### src/rtl/alu_pkg.sv
// Shared types and constants for the ALU issue path.
// Holds the sequencer state encoding, opcode constants and the operand register layout.
package alu_pkg;

  localparam int ALU_W = 8;
  localparam int OUT_W = 16;

  localparam logic [2:0] OP_AND = 3'b000;
  localparam logic [2:0] OP_OR  = 3'b001;
  localparam logic [2:0] OP_XOR = 3'b010;

  typedef enum logic [1:0] {
    IDLE,
    LAUNCH,
    WAIT_END,
    HOLD
  } state_t;

  typedef struct packed {
    logic [ALU_W-1:0] a_div;
    logic [ALU_W-1:0] x;
    logic [ALU_W-1:0] y;
    logic [2:0]       op;
  } opnd_t;

endpackage

### src/rtl/alu_issue_ctrl_if.sv
// Request, ALU-side and result signals of the issue controller in one bundle.
// slave is the controller's view; master is the environment (requester, ALU, consumer).
interface alu_issue_ctrl_if;
  import alu_pkg::*;

  logic             req_valid;
  logic             req_ready;
  logic [ALU_W-1:0] req_x;
  logic [ALU_W-1:0] req_y;
  logic [ALU_W-1:0] req_a_div;
  logic [2:0]       req_op;

  logic [ALU_W-1:0] alu_x;
  logic [ALU_W-1:0] alu_y;
  logic [ALU_W-1:0] alu_a_div;
  logic [2:0]       alu_op;
  logic             alu_begin;
  logic             alu_end;
  logic [OUT_W-1:0] alu_out;

  logic             res_valid;
  logic             res_ready;
  logic [OUT_W-1:0] res_data;
  logic [2:0]       res_op;
  logic             res_timeout;
  logic             busy;

  modport slave (
    input  req_valid, req_x, req_y, req_a_div, req_op,
    output req_ready,
    output alu_x, alu_y, alu_a_div, alu_op, alu_begin,
    input  alu_end, alu_out,
    output res_valid, res_data, res_op, res_timeout, busy,
    input  res_ready
  );

  modport master (
    output req_valid, req_x, req_y, req_a_div, req_op,
    input  req_ready,
    input  alu_x, alu_y, alu_a_div, alu_op, alu_begin,
    output alu_end, alu_out,
    input  res_valid, res_data, res_op, res_timeout, busy,
    output res_ready
  );

endinterface

### src/rtl/alu_watchdog.sv
// Loadable up-counter with clear; o_tc flags the LIMIT-th enabled cycle since clear.
// Saturates at all-ones so a forgotten enable cannot wrap back to zero.
module alu_watchdog #(
  parameter int LIMIT = 64,
  parameter int W     = 8
) (
  input  logic         clk,
  input  logic         reset,
  input  logic         i_clr,
  input  logic         i_en,
  input  logic         i_load,
  input  logic [W-1:0] i_load_val,
  output logic         o_tc
);

  logic [W-1:0] r_cnt;

  always_ff @(posedge clk) begin
    if (reset || i_clr) begin
      r_cnt <= '0;
    end else if (i_load) begin
      r_cnt <= i_load_val;
    end else if (i_en && (r_cnt != '1)) begin
      r_cnt <= r_cnt + 1'b1;
    end
  end

  // r_cnt counts completed enabled cycles, so the LIMIT-th one sees LIMIT-1
  assign o_tc = i_en && (r_cnt == W'(LIMIT - 1));

endmodule

### src/rtl/alu_issue_ctrl.sv
// Sequencer in front of the multi-cycle ALU: accept, pulse BEGIN, wait END (with watchdog), hold result.
// Latency accept->res_valid = BEGIN_CYCLES + N + 1; req_ready is the only combinational output.
module alu_issue_ctrl
  import alu_pkg::*;
#(
  parameter int BEGIN_CYCLES = 1,
  parameter int TIMEOUT      = 64
) (
  input  logic           clk,
  input  logic           reset,
  alu_issue_ctrl_if.slave bus
);

  state_t           r_state;
  opnd_t            r_opnd;
  logic [2:0]       r_beg_cnt;
  logic             r_alu_begin;
  logic             r_res_valid;
  logic             r_res_timeout;
  logic [OUT_W-1:0] r_res_data;
  logic [2:0]       r_res_op;
  logic             r_busy;

  logic             w_req_ready;
  logic             w_accept;
  logic             w_launch_done;
  logic             w_wait;
  logic             w_wd_tc;

  assign w_req_ready   = (r_state == IDLE) || ((r_state == HOLD) && bus.res_ready);
  assign w_accept      = bus.req_valid && w_req_ready;
  assign w_launch_done = (r_state == LAUNCH) && (r_beg_cnt == 3'(BEGIN_CYCLES - 1));
  assign w_wait        = (r_state == WAIT_END);

  alu_watchdog #(
    .LIMIT (TIMEOUT),
    .W     (8)
  ) u_watchdog (
    .clk        (clk),
    .reset      (reset),
    .i_clr      (w_launch_done),
    .i_en       (w_wait),
    .i_load     (1'b0),
    .i_load_val (8'd0),
    .o_tc       (w_wd_tc)
  );

  always_ff @(posedge clk) begin
    if (reset) begin
      r_state       <= IDLE;
      r_opnd        <= '0;
      r_beg_cnt     <= '0;
      r_alu_begin   <= 1'b0;
      r_res_valid   <= 1'b0;
      r_res_timeout <= 1'b0;
      r_res_data    <= '0;
      r_res_op      <= '0;
      r_busy        <= 1'b0;
    end else begin
      case (r_state)
        IDLE: ;
        LAUNCH: begin
          // END is deliberately not looked at here: a level left over from the last run must not complete this one
          if (w_launch_done) begin
            r_alu_begin <= 1'b0;
            r_state     <= WAIT_END;
          end else begin
            r_beg_cnt <= r_beg_cnt + 3'd1;
          end
        end
        WAIT_END: begin
          if (bus.alu_end) begin
            r_res_data    <= bus.alu_out;
            r_res_op      <= r_opnd.op;
            r_res_timeout <= 1'b0;
            r_res_valid   <= 1'b1;
            r_state       <= HOLD;
          end else if (w_wd_tc) begin
            r_res_data    <= '0;
            r_res_op      <= r_opnd.op;
            r_res_timeout <= 1'b1;
            r_res_valid   <= 1'b1;
            r_state       <= HOLD;
          end
        end
        HOLD: begin
          if (bus.res_ready) begin
            r_res_valid <= 1'b0;
            r_state     <= IDLE;
            r_busy      <= 1'b0;
          end
        end
        default: r_state <= IDLE;
      endcase

      // Accept overrides the HOLD->IDLE fallback so back-to-back requests skip IDLE
      if (w_accept) begin
        r_opnd.x     <= bus.req_x;
        r_opnd.y     <= bus.req_y;
        r_opnd.a_div <= bus.req_a_div;
        r_opnd.op    <= bus.req_op;
        r_alu_begin  <= 1'b1;
        r_beg_cnt    <= '0;
        r_busy       <= 1'b1;
        r_state      <= LAUNCH;
      end
    end
  end

  assign bus.req_ready   = w_req_ready;
  assign bus.alu_x       = r_opnd.x;
  assign bus.alu_y       = r_opnd.y;
  assign bus.alu_a_div   = r_opnd.a_div;
  assign bus.alu_op      = r_opnd.op;
  assign bus.alu_begin   = r_alu_begin;
  assign bus.res_valid   = r_res_valid;
  assign bus.res_data    = r_res_data;
  assign bus.res_op      = r_res_op;
  assign bus.res_timeout = r_res_timeout;
  assign bus.busy        = r_busy;

endmodule

### src/flat_wrapper.sv
// flat-port wrapper written by rule: the top's interface ports become plain ports
module alu_issue_ctrl_flat import alu_pkg::*;
#(
  parameter int BEGIN_CYCLES = 1,
  parameter int TIMEOUT      = 64
)
  (clk, reset, bus_req_valid, bus_req_x, bus_req_y, bus_req_a_div, bus_req_op, bus_req_ready, bus_alu_x, bus_alu_y, bus_alu_a_div, bus_alu_op, bus_alu_begin, bus_alu_end, bus_alu_out, bus_res_valid, bus_res_data, bus_res_op, bus_res_timeout, bus_busy, bus_res_ready);
  alu_issue_ctrl_if bus_i ();
  input  logic clk;
  input  logic reset;
  input wire logic [$bits(bus_i.req_valid)-1:0] bus_req_valid;
  input wire logic [$bits(bus_i.req_x)-1:0] bus_req_x;
  input wire logic [$bits(bus_i.req_y)-1:0] bus_req_y;
  input wire logic [$bits(bus_i.req_a_div)-1:0] bus_req_a_div;
  input wire logic [$bits(bus_i.req_op)-1:0] bus_req_op;
  output wire logic [$bits(bus_i.req_ready)-1:0] bus_req_ready;
  output wire logic [$bits(bus_i.alu_x)-1:0] bus_alu_x;
  output wire logic [$bits(bus_i.alu_y)-1:0] bus_alu_y;
  output wire logic [$bits(bus_i.alu_a_div)-1:0] bus_alu_a_div;
  output wire logic [$bits(bus_i.alu_op)-1:0] bus_alu_op;
  output wire logic [$bits(bus_i.alu_begin)-1:0] bus_alu_begin;
  input wire logic [$bits(bus_i.alu_end)-1:0] bus_alu_end;
  input wire logic [$bits(bus_i.alu_out)-1:0] bus_alu_out;
  output wire logic [$bits(bus_i.res_valid)-1:0] bus_res_valid;
  output wire logic [$bits(bus_i.res_data)-1:0] bus_res_data;
  output wire logic [$bits(bus_i.res_op)-1:0] bus_res_op;
  output wire logic [$bits(bus_i.res_timeout)-1:0] bus_res_timeout;
  output wire logic [$bits(bus_i.busy)-1:0] bus_busy;
  input wire logic [$bits(bus_i.res_ready)-1:0] bus_res_ready;
  assign bus_i.req_valid = bus_req_valid;
  assign bus_i.req_x = bus_req_x;
  assign bus_i.req_y = bus_req_y;
  assign bus_i.req_a_div = bus_req_a_div;
  assign bus_i.req_op = bus_req_op;
  assign bus_req_ready = bus_i.req_ready;
  assign bus_alu_x = bus_i.alu_x;
  assign bus_alu_y = bus_i.alu_y;
  assign bus_alu_a_div = bus_i.alu_a_div;
  assign bus_alu_op = bus_i.alu_op;
  assign bus_alu_begin = bus_i.alu_begin;
  assign bus_i.alu_end = bus_alu_end;
  assign bus_i.alu_out = bus_alu_out;
  assign bus_res_valid = bus_i.res_valid;
  assign bus_res_data = bus_i.res_data;
  assign bus_res_op = bus_i.res_op;
  assign bus_res_timeout = bus_i.res_timeout;
  assign bus_busy = bus_i.busy;
  assign bus_i.res_ready = bus_res_ready;
  alu_issue_ctrl #(.BEGIN_CYCLES(BEGIN_CYCLES), .TIMEOUT(TIMEOUT)) u_core (.clk(clk), .reset(reset), .bus(bus_i));
endmodule
### config.mk
export PLATFORM = sky130hd
export DESIGN_NAME = alu_issue_ctrl_flat
export DESIGN_NICKNAME = d
export VERILOG_FILES = /design/src/rtl/alu_pkg.sv /design/src/rtl/alu_issue_ctrl_if.sv /design/src/rtl/alu_watchdog.sv /design/src/rtl/alu_issue_ctrl.sv /design/src/flat_wrapper.sv
export SDC_FILE = /design/constraint.sdc
export NUM_CORES = 1
export LEC_CHECK = 0
export ABC_AREA = 0
export ABC_CLOCK_PERIOD_IN_PS = 1850
export BUFFER_PORTS_ARGS = -buffer_cell sky130_fd_sc_hd__buf_2
export CORE_MARGIN = 3
export CORE_UTILIZATION = 45
export CTS_BUF_LIST = sky130_fd_sc_hd__clkbuf_8
export DETAILED_ROUTE_END_ITERATION = 6
export HOLD_SLACK_MARGIN = 0.03
export PLACE_DENSITY = 0.75
export SYNTH_ARGS = -nofsm -noshare
export SYNTH_HDL_FRONTEND = slang
export SYNTH_SLANG_ARGS = --single-unit
### constraint.sdc
create_clock -name clk -period 1.85 [get_ports clk]
set_input_delay 0.37 -clock clk [delete_from_list [all_inputs] [get_ports clk]]
set_output_delay 0.37 -clock clk [all_outputs]
set_load 0.02 [all_outputs]
-- Yosys cells after proc, flatten, opt, wreduce, memory -nomap -nowiden
Cells that the tools add are included.
- register bits after elaboration: 63
- input bits: 48
- output and inout port bits: 51
- word-level logic and storage cells: 73
- add/sub/neg operators: 2
- equal/unequal tests: 11
- muxes and demuxes: 20
- bitwise operators: 1
- reductions and logical operators: 25
- operator list (cell ; count):
    16-bit two-way mux ; 2
    2-bit nonzero test ; 6
    1-bit two-way mux ; 10
    3-bit by 2-bit != test with 1-bit output (second input constant) ; 3
    8-bit by 1-bit adder with 8-bit output (second input constant) ; 1
    8-bit by 6-bit == test with 1-bit output (second input constant) ; 1
    2-bit two-way mux ; 4
    8-bit != test (second input constant) ; 1
    2-bit AND reduction ; 4
    4-bit AND reduction ; 2
    3-bit two-way mux ; 2
    2-bit case mux with 3 select lines ; 1
    1-bit logical AND ; 5
    2-bit == test (second input constant) ; 2
    2-bit != test (second input constant) ; 2
    4-bit by 2-bit != test with 1-bit output (second input constant) ; 1
    4-bit nonzero test ; 1
    3-bit by 1-bit adder with 3-bit output (second input constant) ; 1
    3-bit logical NOT ; 1
    3-bit AND reduction ; 1
    3-bit nonzero test ; 1
    2-bit by 1-bit == test with 1-bit output (second input constant) ; 1
    2-bit logical NOT ; 1
    1-bit logical OR ; 2
    other kinds (3) ; 3

-- Depth between registers and ports, before layout
Gate-level depths: netlist of run 1.
- word-level depth: 6
- gate-level depth with buffers: 8
- mapped depth without buffers: 6

-- Cells and area by module
From an unflattened synthesis of run 1, not the netlist that was laid out.
- cell total of the unflattened synthesis: 320
- area total of the unflattened synthesis: 2949.1 um^2
- modules (own cells, without submodules) (module ; instances ; cells each ; area an instance (um^2) ; sequential area each (um^2)):
    alu_issue_ctrl ; 1 ; 260 ; 2444.8 ; 1101.1
    alu_watchdog ; 1 ; 60 ; 504.2 ; 160.2

-- Worst setup path before layout of run 1
OpenSTA, ideal clock, no wires.
- path type: reg2reg
- start: register u_core.r_state[0]
- end: register u_core.r_state[1]
- setup time: 0.086 ns
- arrival: 1.807 ns
- required time: 1.764 ns
- slack: -0.043 ns
- cell stages (with the launch flop): 8
- path buffers: 1
- period minus slack after synthesis: 1.893 ns
- cells stage by stage: dfxtp_1 > inv_1 > ha_1 > buf_4 > nand4b_2 > o311a_1 > or4_1 > a211oi_1
- word-level cells in the longest chain between the ends: 5
- elaborated cells on any way between the ends: 16
- classes of those cells: eq/ne: 6; mux: 1; reduce/logical: 9
- ends and longest elaborated chain (what ; RTL line ; source):
    from (decl) ; alu_issue_ctrl.sv:14 ; state_t r_state;
    from (signal assigned) ; alu_issue_ctrl.sv:50 ; r_state <= IDLE;
    from (signal assigned) ; alu_issue_ctrl.sv:66 ; r_state <= WAIT_END;
    from (signal assigned) ; alu_issue_ctrl.sv:77 ; r_state <= HOLD;
    branches (longest 5 deep; another with 4-bit AND reduction) ; n/a ;
Parallel ways; which one is timed is not known.
A chain may end at the register's enable or synchronous reset.

-- Worst setup path after layout of run 1
Ends and elaborated chain as after synthesis.

==> results of run 1 <==
report_power, final:
group | switching, µW | internal (µW) | leakage [µW]
registers | 94.4 | 1530 | 0.000514
logic | 761 | 481 | 0.000954
clock network | 512 | 779 | 0.000113
total | 1370 | 2790 | 0.00158
cells in the mapped netlist (2+ instances only):
cell      count  area, µm²
a21oi_1      36        180
a22oi_1      15        113
xnor2_1       3       26.3
nor2_1       25       93.8
nand3_1       3       15.0
clkbuf_1     18       67.6
xor2_1        2       17.5
nor3_1        9       45.0
nand2_1      63        236
o21ai_0       2       10.0
mux2i_1       6       60.1
and2_1        2       12.5
buf_1         2       7.51
inv_1        11       41.3
a211oi_1      2       15.0
and3_1        2       12.5
nor2b_1       3       18.8
dfxtp_1      63       1260
o31ai_1       2       15.0
ha_1          7       87.6
registers in the layout, summed over array words and instances (netlist names):
register / cells
u_core.bus.alu_y: 8
u_core.bus.res_op: 3
u_core.bus.res_valid: 1
u_core.bus.alu_a_div: 8
u_core.r_beg_cnt: 3
u_core.bus.res_timeout: 1
u_core.bus.res_data: 16
u_core.bus.alu_op: 3
u_core.bus.alu_x: 8
u_core.u_watchdog.r_cnt: 8
u_core.bus.alu_begin: 1
u_core.bus.busy: 1
u_core.r_state: 2
per-layer routing:
metal / GRT usage [%] / wire, µm
met1: 23.1 / 2680
met2: 29.6 / 2600
met3: 6.84 / 527
met4: 7.09 / 78
met5: 0 / 0
cells by family after synthesis:
group	after synthesis	share of synthesized area, %
adder cells (fa/ha/maj)	7	3.54
AO/OA/AOI/OAI	66	16.5
multiplexers	6	2.43
AND/OR/NAND/NOR	113	19.7
buffers and inverters	32	5.01
XOR/XNOR	5	1.77
flip-flops	63	51.0
critical path, stage by stage, from the launching register on:
cell      delay, ns
dfxtp_2        0.34
inv_2          0.09
ha_4           0.15
nand4b_4       0.12
o311a_4        0.34
or4_1          0.50
a211oi_2       0.17
placed cells by master (no fill, tap or decap), types with 2 or more instances in the layout:
cell / count
clkbuf_8: 10
a21oi_1: 35
nand3_1: 3
mux2i_1: 6
nor3_1: 9
dfxtp_2: 3
bufinv_16: 2
buf_4: 13
ha_2: 2
buf_2: 98
a22oi_1: 15
o31ai_1: 2
nor2b_1: 2
dfxtp_1: 60
xnor2_1: 3
inv_1: 11
xor2_1: 2
nor2_1: 25
nand2_1: 63
and3_1: 2
clkinv_2: 2
and2_1: 2
ha_1: 4
repair_timing:
item | in CTS | in global routing
pin swaps | 0 | 2
buffers inserted | 0 | 1
hold endpoints to repair | 0 | 0
resized for setup | 1 | 7
setup endpoints to repair | 1 | 2
final timing paths:
check,startpoint,to,slack [ns],depth (start not counted)
min reg2reg,u_core.bus.alu_begin$_SDFFE_PP0P_,u_core.bus.alu_begin$_SDFFE_PP0P_,0.45,2
min,bus_req_y[6],u_core.bus.alu_y[6]$_SDFFE_PP0P_,0.26,3
max,u_core.r_state[0]$_SDFFE_PP0P_,u_core.r_state[1]$_SDFFE_PP0P_,0.07,6
max reg2reg,u_core.r_state[0]$_SDFFE_PP0P_,u_core.r_state[1]$_SDFFE_PP0P_,0.07,6
metrics by stage:
stage / worst slack, ns / setup TNS [ns]
floorplan: 0.00548 / 0
global placement: 0.0664 / 0
detailed placement: 0.0141 / 0
CTS: -0.00260 / -0.00260
global route: 0.0297 / 0
finish: 0.0731 / 0
final cells by class:
type	count	area, µm²	share of cell area, %
multi-input cells	197	1140	34.0
clock inverters	5	73.8	2.20
clock buffers	10	138	4.10
repair buffers	112	608	18.1
well taps	70	87.6	2.61
inverters	11	41.3	1.23
flip-flops and latches	63	1260	37.7
==> reports/metrics.yaml, run 1 <==
outcome:
  status: "finished clean"
cells_and_area:
  syn2layout_area_growth_pct: 35.6
  fin_cells: 468
  antenna-diode-count: 0
  drive_gt1_share_pct: 35.9
  finalNetCount: 449
  utilization_pct: 64.4
  post-route-cell-area_um2: 3350
  fillers: 471
global_route:
  overflow: 0
  grt_first_pass_wirelength_um: 9560
  grt_antenna_before_repair: 0
  grt_pass1_vias: 2233
  grt_use_total_pct: 18.7
  grt_max_degree: 29
sta:
  hold_viol: 0
  fin_crit_ns: 1.78
  fmax_mhz: 563
  skew_ns: 0.00650
  setup_viol: 0
  rsz0062_at_grt: "no"
  hold_ws_ns: 0.265
  worst_slew_pin_slew_ns: 0.462
  final.period_utilization_pct: 96.0
  slew_violations: 0
  slew_headroom_pct: 68.9
place:
  placed_area_um2: 3110
  place_congestion: 0.785
  io_buffer_count: 98
  hpwlAfterDp_um: 4210
  dp_cells: 452
yosys:
  synthCells: 292
  syn_area_um2: 2470
  synth.avg_cell_area_um2: 8.47
  yosysSeqAreaShare_pct: 51.0
  synth_nets: 347
  synth_cell_types: 36
  ys_warn_count: 0
  ys_ff_latch: 63
  synth_edf_count: 0
  synth_async_sr_flop_share_pct: 0
  synth_ff_type: "dfxtp_1"
route:
  vias: 2312
  antenna_left: 0
  drc: 0
  wire_per_inst_um: 12.6
  viasPerCell: 4.94
  firstDrtPassIters: 4
  drt_iter0_markers: 82
  drt_wl_total_um: 5880
cts:
  clkLatencyLatePin_ns: 0.33
  holdBufCountCts: 0
  cts.sinks: 63
  cts_tree: "built"
  cts_made_buffers: 9
  htreeDepth: 3
  clockBufferDepth: 2
  clockRootBuffer: "clkbuf_8"
  worst_setup_hold_path_clk_slew_ns: 0.07
floorplanning:
  row_count: 26
  dieHeight_um: 80.1
  dieWidth_um: 80.1
  io_pins: 99
  start_util_pct: 47.5
  die-area_um2: 6420
  fp.coreArea_um2: 5200
pwr:
  powerDensity_nw_per_um2: 1240
  total_power_uw: 4160
  power.leakage_uw: 0.00158
  peakVddDrop_v: 0.000779
critical_path:
  crit_arrival_ns: 2.03
  critPathCaptureType: "flop"
  worstPathMaxFanout: 4
  path_class: "flop to flop"
  worstSetupStartpointType: "flop"
  cp.required_ns: 2.10
job:
  cap_violations: 0
hold_path:
  holdCritPathClass: "input pin to flop"
Note: power is estimated with default switching activity, not from simulation.
==> run 2, diff against run 1 <==
--- a/config.mk
+++ b/config.mk
@@ -6,7 +6,7 @@
 export NUM_CORES = 1
 export LEC_CHECK = 0
 export ABC_AREA = 0
-export ABC_CLOCK_PERIOD_IN_PS = 1850
+export ABC_CLOCK_PERIOD_IN_PS = 1400
 export BUFFER_PORTS_ARGS = -buffer_cell sky130_fd_sc_hd__buf_2
 export CORE_MARGIN = 3
 export CORE_UTILIZATION = 45
==> constraint.sdc (replaced) <==
create_clock -name clk -period 1.4 [get_ports clk]
set_input_delay 0.28 -clock clk [delete_from_list [all_inputs] [get_ports clk]]
set_output_delay 0.28 -clock clk [all_outputs]
set_load 0.02 [all_outputs]
==> reports/metrics.yaml, run 2 (synthesized netlist as in run 1, its figures left out) <==
cts:
  cts_tree: "built"
  worst_setup_hold_path_clk_slew_ns: 0.07
  clockBufferDepth: 2
  clkLatencyLatePin_ns: 0.35
  clockRootBuffer: "clkbuf_8"
  htreeDepth: 3
  cts.sinks: 63
  holdBufCountCts: 0
  cts_made_buffers: 9
critical_path:
  critical_path.max_stage_delay_ns: 0.49
  cp_num_buf_inv: 1
  worstSetupStartpointType: "flop"
  path_class: "flop to flop"
  crit_arrival_ns: 2.05
  worstPathMaxFanout: 2
  cpMaxStageDelayCell: "or4_4"
  cp.required_ns: 1.66
  crit_family: "simple AND/OR/NAND/NOR gates"
  path_cells: "inv_2 > ha_4 > nand4b_4 > o311a_4 > or4_4 > a211oi_2"
  critPathCaptureType: "flop"
sta:
  fmax_mhz: 559
  fin_crit_ns: 1.79
  slew_violations: 0
  final.period_utilization_pct: 128
  setup_slack_ns: -0.389
  slew_headroom_pct: 73.9
  hold_viol: 0
  worst_slew_pin_slew_ns: 0.392
  setup_tns_ns: -15.29
  setup_viol: 60
  rsz0062_at_grt: "yes"
  skew_ns: 0.0107
place:
  io_buffer_count: 98
  place_congestion: 0.799
  place_ws_ns: -0.410
  hpwlAfterDp_um: 4450
floorplanning:
  fp.coreArea_um2: 5200
  row_count: 26
  start_util_pct: 47.5
  dieWidth_um: 80.1
  die-area_um2: 6420
  dieHeight_um: 80.1
  io_pins: 99
route:
  wire_per_inst_um: 16.6
  firstDrtPassIters: 4
  dr.max_layer_used: "met4"
  drt_wl_total_um: 8370
  antenna_left: 0
  wl_met1_um: 3100
  viasPerCell: 5.30
  route.met2.wl_um: 4380
  wl_met3_um: 663
  drc: 0
  drt_iter0_markers: 75
  vias: 2674
cells_and_area:
  fillers: 318
  utilization_pct: 81.8
  final_common_cell: "buf_2"
  layout_common_cells: "buf_2, dfxtp_1, nand2_1"
  antenna-diode-count: 0
  finalNetCount: 487
  syn2layout_area_growth_pct: 72.3
  drive_gt1_share_pct: 63.0
  largest_reg_flops: 16
job:
  cap_violations: 0
hold_path:
  holdCritPathClass: "input pin to flop"
pwr:
  powerDensity_nw_per_um2: 1570
  peakVddDrop_v: 0.00111
  power.leakage_uw: 0.00191
global_route:
  grt_first_pass_wirelength_um: 12000
  grt_use_total_pct: 24.5
  overflow: 0
  grt_antenna_before_repair: 0
  grt_max_degree: 28
  grt_pass1_vias: 2575
outcome:
  violations: "setup timing"
  status: "finished with violations"
-- run 2: worst paths after layout --
kind / end / slack [ns] / startpoint / depth (start not counted)
min: u_core.bus.alu_op[0]$_SDFFE_PP0P_ / 0.17 / bus_req_op[0] / 3
max: u_core.r_state[1]$_SDFFE_PP0P_ / -0.39 / u_core.r_state[0]$_SDFFE_PP0P_ / 6
min reg2reg: u_core.bus.alu_a_div[7]$_SDFFE_PP0P_ / 0.45 / u_core.bus.alu_a_div[7]$_SDFFE_PP0P_ / 2
max reg2reg: u_core.r_state[1]$_SDFFE_PP0P_ / -0.39 / u_core.r_state[0]$_SDFFE_PP0P_ / 6
-- run 2: tightest hold or removal path, cell delays in order --
cell and delay (ns):
buf_2 0.10, nand2_2 0.05, a21oi_2 0.04
-- run 2: stage by stage --
step	hold slack, ns	power, µW	area [µm²]	std cells
5_1_grt	0.178	6980	4260	505
3_5_place_dp	0.445	3900	3240	468
3_3_place_gp	0.438	3850	3240	468
6_report	0.168	6690	4260	505
2_1_floorplan	0.416	3270	2530	292
4_1_cts	0.157	6150	3890	495
-- run 2: per-layer routing --
metal | vias to the layer above | global-route usage [%]
met4 | 0 | 11.5
li1 | 1279 | -
met5 | - | 0
met1 | 1257 | 28.3
met3 | 25 | 6.05
met2 | 113 | 42.3
-- run 2: power breakdown --
part | leakage (µW) | total (µW) | switching (µW) | internal (µW)
Sequential | 0.000516 | 2170 | 142 | 2030
Clock | 0.0000940 | 1550 | 709 | 844
Combinational | 0.00130 | 2960 | 1540 | 1420
Total | 0.00191 | 6690 | 2390 | 4300
-- run 2: cell type report --
cell class,instances,area [µm²],share of cell area [%]
Clock buffer,10,138,3.23
Clock inverter,4,47.5,1.12
Inverter,11,43.8,1.03
Multi-Input combinational cell,201,1640,38.5
Sequential cell,63,1270,29.8
Tap cell,70,87.6,2.06
Timing Repair Buffer,146,1030,24.2
-- run 2: what timing repair did --
item                       in CTS  in global routing
setup endpoints to repair      62                 62
gates cloned                    7                  3
pin swaps                      13                 29
buffers inserted                6                  9
gates resized for setup        59                 90
==> run 3, diff against run 2 <==
--- a/config.mk
+++ b/config.mk
@@ -6,14 +6,14 @@
 export NUM_CORES = 1
 export LEC_CHECK = 0
 export ABC_AREA = 0
-export ABC_CLOCK_PERIOD_IN_PS = 1400
+export ABC_CLOCK_PERIOD_IN_PS = 1850
 export BUFFER_PORTS_ARGS = -buffer_cell sky130_fd_sc_hd__buf_2
 export CORE_MARGIN = 3
-export CORE_UTILIZATION = 45
-export CTS_BUF_LIST = sky130_fd_sc_hd__clkbuf_8
+export CORE_UTILIZATION = 50
+export CTS_BUF_LIST = sky130_fd_sc_hd__clkbuf_4
 export DETAILED_ROUTE_END_ITERATION = 6
 export HOLD_SLACK_MARGIN = 0.03
-export PLACE_DENSITY = 0.75
+export PLACE_DENSITY = 0.79
 export SYNTH_ARGS = -nofsm -noshare
 export SYNTH_HDL_FRONTEND = slang
 export SYNTH_SLANG_ARGS = --single-unit
==> constraint.sdc (replaced) <==
create_clock -name clk -period 1.85 [get_ports clk]
set_input_delay 0.37 -clock clk [delete_from_list [all_inputs] [get_ports clk]]
set_output_delay 0.37 -clock clk [all_outputs]
set_load 0.02 [all_outputs]
==> reports/metrics.yaml, run 3 (synthesized netlist as in run 1, its figures left out) <==
global_route:
  grt_pass1_vias: 2284
  grt_use_total_pct: 21.3
  grt_max_degree: 32
  grt_antenna_before_repair: 0
  overflow: 0
  grt_first_pass_wirelength_um: 10100
route:
  drt_iter0_markers: 152
  drt_wl_total_um: 5970
  drc: 0
  antenna_left: 0
  vias: 2332
  wire_per_inst_um: 12.9
  firstDrtPassIters: 4
  viasPerCell: 5.05
critical_path:
  worstPathMaxFanout: 4
  r2r_cells: 6
  critical_path.max_stage_delay_ns: 0.40
  worstSetupStartpoint: "u_core.r_state[0]$_SDFFE_PP0P_"
  rr_endpoint: "u_core.r_state[0]$_SDFFE_PP0P_"
  cp-endpoint: "u_core.r_state[0]$_SDFFE_PP0P_"
  cp.required_ns: 2.13
  path_cells: "inv_4 > ha_4 > nand4b_4 > o311a_4 > o311a_2 > nor3_1"
  reg2reg_slack_ns: 0.01
  crit_arrival_ns: 2.12
  path_class: "flop to flop"
  critPathCaptureType: "flop"
  cp_num_buf_inv: 1
  worstSetupPathDepth: 6
  r2r_start: "u_core.r_state[0]$_SDFFE_PP0P_"
  worstSetupStartpointType: "flop"
  cpMaxStageDelayCell: "o311a_2"
  crit_family: "compound AO/OA/AOI/OAI gates"
cells_and_area:
  fin_cells: 462
  post-route-cell-area_um2: 3310
  final_common_cell: "buf_2"
  antenna-diode-count: 0
  drive_gt1_share_pct: 36.5
  finalNetCount: 447
  layout_common_cells: "buf_2, nand2_1, dfxtp_1"
  largest_reg_flops: 16
  fillers: 387
  syn2layout_area_growth_pct: 33.8
floorplanning:
  die-area_um2: 5820
  io_pins: 99
  start_util_pct: 54.2
  dieHeight_um: 76.3
  dieWidth_um: 76.3
  fp.coreArea_um2: 4560
  row_count: 24
pwr:
  p_comb_share_pct: 31.9
  seq_power_share_pct: 41.6
  p_clk_share_pct: 26.4
  p_int_uw: 2590
  powerDensity_nw_per_um2: 1190
  peakVddDrop_v: 0.00101
  p_switching_uw: 1350
  netSwitchingFraction_pct: 34.3
  power.leakage_uw: 0.00154
cts:
  post_cts_buffers: 0
  cts_tree: "built"
  cts.sinks: 63
  clockBufferDepth: 2
  clkLatencyLatePin_ns: 0.38
  cts_made_buffers: 9
  htreeDepth: 3
  clockRootBuffer: "clkbuf_4"
  worst_setup_hold_path_clk_slew_ns: 0.10
hold_path:
  holdCritPathClass: "input pin to flop"
job:
  cap_violations: 0
sta:
  rsz0062_at_grt: "yes"
  hold_viol: 0
  hold_ws_ns: 0.209
  setup_slack_ns: 0.0144
  slew_violations: 0
  worst_slew_pin_slew_ns: 0.509
  slew_headroom_pct: 66.0
  skew_ns: 0.00939
  fmax_mhz: 545
  setup_viol: 0
  fin_crit_ns: 1.84
  final.period_utilization_pct: 99.2
place:
  hpwlAfterDp_um: 4290
  place_congestion: 0.820
  placed_area_um2: 3100
  place_ws_ns: -0.0131
  io_buffer_count: 98
  dp_cells: 446
outcome:
  status: "finished clean"
-- run 3: changes by cell type in the layout (fill, tap and decap cells not counted), moves of 5 or more --
cell / change
a22oi_2: -15
a21oi_1: +23
nor3_2: -6
a21oi_2: -22
buf_4: -17
buf_6: -13
nor3_1: +7
a22oi_1: +15
nand2_4: -6
clkbuf_8: -10
nand2_1: +30
dfxtp_2: -5
nand2_2: -24
clkbuf_4: +10
-- run 3: area by class of cell --
type | count | area [µm²] | share of cell area (%)
clock buffers | 10 | 75.1 | 2.27
clock inverters | 6 | 85.1 | 2.57
inverters | 11 | 43.8 | 1.32
multi-input cells | 197 | 1150 | 34.7
flip-flops and latches | 63 | 1270 | 38.4
well taps | 65 | 81.3 | 2.46
repair buffers | 110 | 606 | 18.3
-- run 3: per-layer routing --
metal  vias up  wire [µm]  global-route usage (%)
met1      1049       2500                    24.4
li1       1188          -                       -
met4         0         38                    9.78
met2        93       2830                    34.5
met5         -          0                       0
met3         2        606                    8.75
-- run 3: per-stage QoR --
stage | TNS (ns) | total power (µW) | utilization (%)
floorplan | 0 | 2440 | -
global placement | 0 | 2840 | 68.0
detailed placement | -0.0131 | 2870 | 68.0
CTS | 0 | 3930 | 72.0
global route | -0.0431 | 4180 | 72.5
finish | 0 | 3940 | 72.5
-- run 3: worst min path at each step --
stage	startpoint	to	slack (ns)	cells past startpoint
floorplan	u_core.u_watchdog.r_cnt[1]$_SDFFE_PP0P_	u_core.u_watchdog.r_cnt[1]$_SDFFE_PP0P_	0.49	2
global placement	u_core.bus.res_data[1]$_SDFFE_PP0P_	u_core.bus.res_data[1]$_SDFFE_PP0P_	0.44	2
detailed placement	u_core.bus.alu_begin$_SDFFE_PP0P_	u_core.bus.alu_begin$_SDFFE_PP0P_	0.44	2
CTS	bus_req_op[0]	u_core.bus.alu_op[0]$_SDFFE_PP0P_	0.18	3
global route	bus_req_a_div[6]	u_core.bus.alu_a_div[6]$_SDFFE_PP0P_	0.18	3
finish	bus_req_y[1]	u_core.bus.alu_y[1]$_SDFFE_PP0P_	0.21	3
-- run 3: power by group through the flow --
| stage | clock (µW) | sequential, µW | combinational (µW) |
|---|---|---|---|
| CTS | 1070 | 1630 | 1230 |
| detailed placement | 0 | 1650 | 1220 |
| finish | 1040 | 1640 | 1260 |
| floorplan | 0 | 1830 | 608 |
| global placement | 0 | 1640 | 1190 |
| global route | 1130 | 1660 | 1380 |
-- run 3: tightest hold or removal path, stage by stage --
cell,delay (ns)
buf_2,0.09
nand2_1,0.04
a21oi_1,0.05
-- run 3: timing repair --
action | 4_1_cts | 5_1_grt
setup endpoints to repair | 2 | 2
hold buffers | 0 | 0
resized for setup | 5 | 8
pin swaps | 1 | 0
